### config.mk
export PLATFORM = sky130hd
export DESIGN_NAME = mem_responder
export DESIGN_NICKNAME = d
export VERILOG_FILES = /design/src/rtl/mem_responder.sv
export SDC_FILE = /design/constraint.sdc
export NUM_CORES = 1
export LEC_CHECK = 0
export CELL_PAD_IN_SITES_DETAIL_PLACEMENT = 1
export CELL_PAD_IN_SITES_GLOBAL_PLACEMENT = 1
export CORE_ASPECT_RATIO = 0.7
export CORE_MARGIN = 2
export CORE_UTILIZATION = 24
export DETAILED_ROUTE_END_ITERATION = 10
export GPL_TIMING_DRIVEN = 0
export HOLD_SLACK_MARGIN = 0.06
export PLACE_DENSITY = 0.51
export RECOVER_POWER = 100
export SYNTH_ARGS = -nofsm -noshare
export SYNTH_HDL_FRONTEND = slang
export SYNTH_SLANG_ARGS = --single-unit
export TNS_END_PERCENT = 5
### constraint.sdc
create_clock -name clk -period 2.2 [get_ports clk]
set_input_delay 0.44 -clock clk [delete_from_list [all_inputs] [get_ports clk]]
set_output_delay 0.44 -clock clk [all_outputs]
set_load 0.02 [all_outputs]
### src/rtl/mem_responder.sv
// Bus-side memory responder: single-beat reads/writes to a byte array with a
// fixed number of wait states and an error completion for unmapped addresses.
module mem_responder #(
   parameter int unsigned ADDR_W      = 5,
   parameter int unsigned DATA_W      = 8,
   parameter int unsigned DEPTH       = 24,
   parameter int unsigned WAIT_STATES = 2
) (
   input  logic              clk,
   input  logic              rst,
   input  logic              req,
   input  logic              wr,
   input  logic [ADDR_W-1:0] addr,
   input  logic [DATA_W-1:0] wdata,
   output logic              busy,
   output logic              ack,
   output logic              err,
   output logic [DATA_W-1:0] rdata
);

   localparam logic [3:0]      WaitCnt = 4'(WAIT_STATES);
   localparam logic [ADDR_W:0] DepthW  = (ADDR_W + 1)'(DEPTH);

   typedef enum logic [1:0] {StIdle, StWait, StResp} state_e;

   state_e              state_q, state_d;
   logic [3:0]          cnt_q, cnt_d;
   logic                wr_q;
   logic [ADDR_W-1:0]   addr_q;
   logic [DATA_W-1:0]   wdata_q;
   logic                err_q;
   logic [DATA_W-1:0]   rdata_q;
   logic                hold_en;
   logic                commit;

   logic [DATA_W-1:0]   mem [DEPTH];

   // With zero wait states the commit happens on the accepting edge, before the
   // holding registers are loaded, so the live bus values are used instead.
   logic                cmt_wr;
   logic [ADDR_W-1:0]   cmt_addr;
   logic [DATA_W-1:0]   cmt_wdata;
   logic                mapped;

   assign cmt_wr    = (state_q == StIdle) ? wr    : wr_q;
   assign cmt_addr  = (state_q == StIdle) ? addr  : addr_q;
   assign cmt_wdata = (state_q == StIdle) ? wdata : wdata_q;
   assign mapped    = ({1'b0, cmt_addr} < DepthW);

   always_comb begin
      state_d = state_q;
      cnt_d   = cnt_q;
      hold_en = 1'b0;
      commit  = 1'b0;
      case (state_q)
         StIdle: begin
            if (req) begin
               hold_en = 1'b1;
               cnt_d   = WaitCnt;
               if (WAIT_STATES == 0) begin
                  state_d = StResp;
                  commit  = 1'b1;
               end else begin
                  state_d = StWait;
               end
            end
         end
         StWait: begin
            cnt_d = cnt_q - 4'd1;
            if (cnt_q == 4'd1) begin
               state_d = StResp;
               commit  = 1'b1;
            end
         end
         StResp:  state_d = StIdle;
         default: state_d = StIdle;
      endcase
   end

   always_ff @(posedge clk or posedge rst) begin
      if (rst) begin
         state_q <= StIdle;
         cnt_q   <= 4'd0;
         wr_q    <= 1'b0;
         addr_q  <= '0;
         wdata_q <= '0;
         err_q   <= 1'b0;
         rdata_q <= '0;
      end else begin
         state_q <= state_d;
         cnt_q   <= cnt_d;
         if (hold_en) begin
            wr_q    <= wr;
            addr_q  <= addr;
            wdata_q <= wdata;
         end
         if (commit) begin
            err_q <= ~mapped;
            if (!cmt_wr) begin
               rdata_q <= mapped ? mem[cmt_addr] : '0;
            end
         end
      end
   end

   // Storage is deliberately left out of reset.
   always_ff @(posedge clk) begin
      if (commit && cmt_wr && mapped) begin
         mem[cmt_addr] <= cmt_wdata;
      end
   end

   assign busy  = (state_q != StIdle);
   assign ack   = (state_q == StResp);
   assign err   = err_q;
   assign rdata = rdata_q;

endmodule
### After elaboration in Yosys (flattened, before gate mapping)

Memories as Yosys holds them, arrays and structs flattened.
Cells that the tools add are included.

* register bits: 29
* logic and storage cells: 40
* memories: 1
* input bits: 17
* output and inout port bits: 11
* bits in writable memories: 192

Memories
* mem: words 24, bits a word 8, rd ports 1, clocked after Yosys merged registers in 0, wr ports 1, RTL line 36 `logic [DATA_W-1:0] mem [DEPTH];`

* eq/ne operators: 5
* multiplexer cells: 15
* bitwise operators: 2
* reductions and logical operators: 8
* $lt $le $gt $ge: 1
* $add $sub $neg: 1

Operator list (number)
* $mux W8: 2
* $pmux W4 S2: 1
* $mux W1: 7
* $reduce_and A2 Y1: 3
* $lt A5 B5 Y1 const B: 1
* $mux W5: 1
* $eq A4 B1 Y1 const B: 1
* $mux W2: 2
* $mux W4: 1
* $ne A2 B2 Y1 const B: 2
* $pmux W2 S2: 1
* $reduce_bool A2 Y1: 2
* $sub A4 B1 Y4 const B: 1
* $eq A2 B1 Y1 const B: 1
* $eq A2 B2 Y1 const B: 1
* $logic_and A1 B1 Y1: 2
* $logic_not A2 Y1: 1
* $not A1 Y1: 2

### Depth between registers and ports, before layout

* depth after elaboration: 7
* mapped depth: 9
* gate-level depth less buffers: 8

### Worst setup path before layout

Ideal clock, no wire load.

* path type: register -> register
* from: register cnt_q[1]
* to: memory mem[16][0] (enable)
* setup slack: -0.122 ns
* setup time: 0.370 ns
* required time: 1.830 ns
* buffers on the path: 1
* arrival: 1.952 ns
* stages on the path, launching flop included: 9
* clock period less this slack: 2.322 ns
* cell sequence: dfrtp_1 inv_1 ha_1 nor3b_1 and2_1 buf_2 nor3b_1 nand2b_1 nor2_1

* longest elaborated chain between the ends: 7

RTL lines
* start: declaration: RTL line 27 `logic [3:0] cnt_q, cnt_d;`
* start signal: assignment: RTL line 91 `cnt_q <= cnt_d;`
* $eq A4 B1 Y1: RTL line 70 `if (cnt_q == 4'd1) begin`
* $mux W1: RTL line 70
* $mux W1: RTL line 55 `case (state_q)`
* $logic_and A1 B1 Y1 (2 in series): RTL line 108 `if (commit && cmt_wr && mapped) begin`
* $mux W1: RTL line 108
* $mux W1 (not written as such): RTL line 109 `mem[cmt_addr] <= cmt_wdata;`
* end: declaration: RTL line 36

Every way passes these cells.

### Worst setup path after layout

* from: register state_q[0]
* to: memory mem[5][2] (enable)

* longest elaborated chain between the ends: 6
* elaborated cells on any way between the ends: 10
* those cells by class: order compare (1); eq/ne (1); mux (5); reduce/logical (3)

RTL lines
* start: declaration: RTL line 26 `state_e state_q, state_d;`
* start signal: assignment: RTL line 82 `state_q <= StIdle;`
* start signal: assignment: RTL line 90 `state_q <= state_d;`
* $logic_not A2 Y1 or $eq A2 B1 Y1 (tied branches): RTL line 45, 46, 55
* $mux W5, or another cell as far along: RTL line 46 `assign cmt_addr = (state_q == StIdle) ? addr : addr_q;`
* $lt A5 B5 Y1 or $logic_and A1 B1 Y1 (tied branches): RTL line 48, 108
* $logic_and A1 B1 Y1: RTL line 108
* $mux W1: RTL line 108
* $mux W1 (not written as such): RTL line 109

Several ways; a longest one is shown, not always the timed one.

==> impl_metrics.yaml <==
timing:
  max_clock_freq_mhz: 443
  worst_pin_slew_ns: 1.01
  setup_ws_ns: -0.0597
  slew_headroom_pct: 32.7
  finalMaxSlewViolations: 0
  fin_skew_ns: 0.0150
  fin_hold_ws_ns: 0.427
  fin_crit_sh_pct: 103
  setup_viol_count_final: 158
  min_period_ns: 2.26
  timing.setup.tns_ns: -3.85
  hold_viol: 0
  grt_setup_unrepaired: "yes"
logic_synthesis:
  ys_ff_latch: 221
  synth_cells: 558
  yosysMostFrequentCell: "edfxtp_1"
  ys_seq_area_share_pct: 76.5
  ys.flop_type: "edfxtp_1"
  synth_warnings: 0
  synth_edf_count: 192
  yosys-top-cells-area: "edfxtp_1 68%, dfrtp_1 8.6%, o22ai_1 7.1%"
  ys_types: 44
  syn_nets: 577
  ys_async_sr_fraction_pct: 13.1
  synth_top_area_cell: "edfxtp_1"
  yosys.area.top_type_share_pct: 68.0
  synthTopCellsByCount: "192 x edfxtp_1, 96 x o22ai_1, 40 x nand2_1"
  syn_area_sq_um: 8480
  avgSynthCellArea_sq_um: 15.2
drt:
  wl_per_cell_microns: 25.5
  route.vias.total: 5698
  ant_nets: 0
  drt_first_pass_iters: 5
  drt_iter0_drc: 623
  drc_errors: 0
  routed_via_density: 4.92
  wl_microns: 29500
place:
  placed_area_sq_um: 9340
  place.port_buffers: 27
  place.gp.congestion: 0.818
  dp_cells: 1057
  hpwl_microns: 18600
clock_tree:
  cts.sinks: 221
  htreeDepth: 1
  path_clk_slew_ns: 0.07
  insertion_delay_ns: 0.52
  ctsRootBufferMaster: "clkbuf_16"
  tritoncts: "done"
  cts_buffers: 22
  ctsHoldBuffers: 0
  clockBufferDepth: 3
worst_setup_path:
  start_kind: "flip-flop"
  startpoint: "state_q[0]$_DFFE_PP0P_"
  cp.arrival_ns: 2.49
  endpoint: "mem[5][2]$_DFFE_PP_"
  setup.worst_path.end_class: "flip-flop"
  r2r_start: "state_q[0]$_DFFE_PP0P_"
  worstPathRequired_ns: 2.43
  critPathMostFrequentCell: "buf_12"
  rrSetupSlack_ns: -0.06
  crit_fanout: 10
  path_cells: "buf_6 > nor4b_4 > a31oi_4 > buf_12 > buf_12 > nand2b_4 > nor2_4 > buf_12"
  crit_slowest_cell: "dfrtp_2"
  critical_path_class: "reg -> reg"
  r2r-end: "mem[5][2]$_DFFE_PP_"
  rr_worst_depth: 8
  cp_slowest_stage_delay_ns: 0.44
global_route:
  grt_pass1_wl_microns: 42000
  antenna_found_initial: 1
  first_global_vias: 6020
  track_usage_pct: 15.8
  grt-ovfl-total: 0
  grt_max_degree: 30
die:
  dieHeight_microns: 161
  die_width_microns: 229
  die_area_sq_um: 36900
  core_sq_um: 34700
  start_util_pct: 24.4
  ioPinCount: 28
  floorplan.rows: 57
run:
  cap_violations: 0
cells_and_area:
  nets: 688
  final_cells: 1157
  syn_to_final_growth_pct: 34.4
  diodes: 0
  drive_above_1_share_pct: 32.4
  fin_area_sq_um: 11400
power_and_ir_drop:
  ir_drop_uv: 616
  power.total_mw: 16.0
  leakage_nw: 3.71
  cellPowerDensity_nw_per_um2: 1410
run_status:
  status: "finished with violations"
  violations: "negative setup slack"
hold_path:
  hp-class: "in -> async"
[metal layers]
metal  GRT usage (%)  vias up  routed length [microns]
li1                -     2438                        -
met1            22.9     3021                    13700
met2            24.1      204                    13100
met3            4.03       35                     2330
met4            2.67        0                      396
met5               0        -                        0
[worst min path at each step]
stage	start	endpoint	depth (start not counted)
after detailed placement	wdata_q[3]$_DFFE_PP0P_	wdata_q[3]$_DFFE_PP0P_	1
final	rst	wdata_q[4]$_DFFE_PP0P_	2
after global placement	wdata_q[3]$_DFFE_PP0P_	wdata_q[3]$_DFFE_PP0P_	1
after floorplan	wr_q$_DFFE_PP0P_	wr_q$_DFFE_PP0P_	1
after CTS	addr[0]	addr_q[0]$_DFFE_PP0P_	3
after global routing	rst	addr_q[2]$_DFFE_PP0P_	2
[final cells by class]
type / count / area, sq um
Clock buffer: 30 / 602
Tap cell: 472 / 591
Multi-Input combinational cell: 303 / 2320
Fill cell: 3605 / 23300
Timing Repair Buffer: 89 / 1010
Clock inverter: 10 / 73.8
Sequential cell: 221 / 6490
Inverter: 7 / 31.3
Buffer: 25 / 283
[critical path, delay by kind of cell, from the launching register on]
kind,cells,cell delay (ns)
DFF,1,0.44
AOI/OAI and AO/OA,1,0.10
and+or+nand+nor,3,0.75
buffers and inverters,4,0.65
[cells in the final DEF (no fill, tap or decap), types with 2 or more instances in the layout]
| master | count |
|---|---|
| edfxtp_1 | 192 |
| o22ai_1 | 95 |
| buf_4 | 39 |
| nor2_4 | 30 |
| nand2_1 | 29 |
| dfrtp_1 | 28 |
| buf_12 | 26 |
| o21ai_1 | 26 |
| clkbuf_16 | 23 |
| clkdlybuf4s50_1 | 23 |
| o21ai_0 | 18 |
| o21ai_2 | 16 |
| mux2_2 | 15 |
| buf_6 | 15 |
| nand2_2 | 11 |
| clkbuf_1 | 9 |
| nand3_1 | 8 |
| nand4_1 | 8 |
| inv_1 | 5 |
| clkinv_2 | 5 |
| a31oi_4 | 4 |
| nand2b_4 | 4 |
| clkinv_1 | 3 |
| nor2_1 | 2 |
| a22o_1 | 2 |
| nor3b_4 | 2 |
| a21oi_1 | 2 |
| nor4b_4 | 2 |
| mux2i_2 | 2 |
| clkbuf_4 | 2 |
| nor2_2 | 2 |
| clkbuf_2 | 2 |
| dlygate4sd2_1 | 2 |
[stage by stage]
step | setup slack [ns] | util, %
global placement | -1.38 | 26.9
detailed placement | -1.54 | 26.9
finish | -0.0597 | 32.8
floorplan | -0.122 | -
CTS | -0.193 | 32.1
global route | -0.123 | 32.8
[state kept, by name, indices dropped and copies added, names as in the netlist]
register / count
addr_q: 5
wr_q: 1
mem: 192
state_q: 2
cnt_q: 4
rdata: 8
err: 1
wdata_q: 8
[cells by family (layout without fill, tap and decap cells)]
kind of cell	after synthesis	in the layout	synth area share [%]
flip-flops	221	221	76.5
AND/OR/NAND/NOR	113	113	6.42
AO/OA/AOI/OAI	170	170	12.3
multiplexers	18	18	2.35
adder cells (fa/ha/maj)	2	2	0.295
buffers and inverters	34	161	2.12
[timing repair]
action                                  in CTS  in global routing
setup buffers                               49                 12
gates cloned                                 0                  0
resized for setup                          145                 68
pin swaps                                   31                 30
endpoints found under the setup margin     394                253
[power breakdown]
part           leakage [nW]  switching [mW]  internal [mW]
registers              2.09           0.257           5.57
clock network         0.330            1.59           2.04
logic                  1.29            4.39           2.20
total                  3.71            6.23           9.81
No activity file was read; power rests on OpenSTA's default activity.
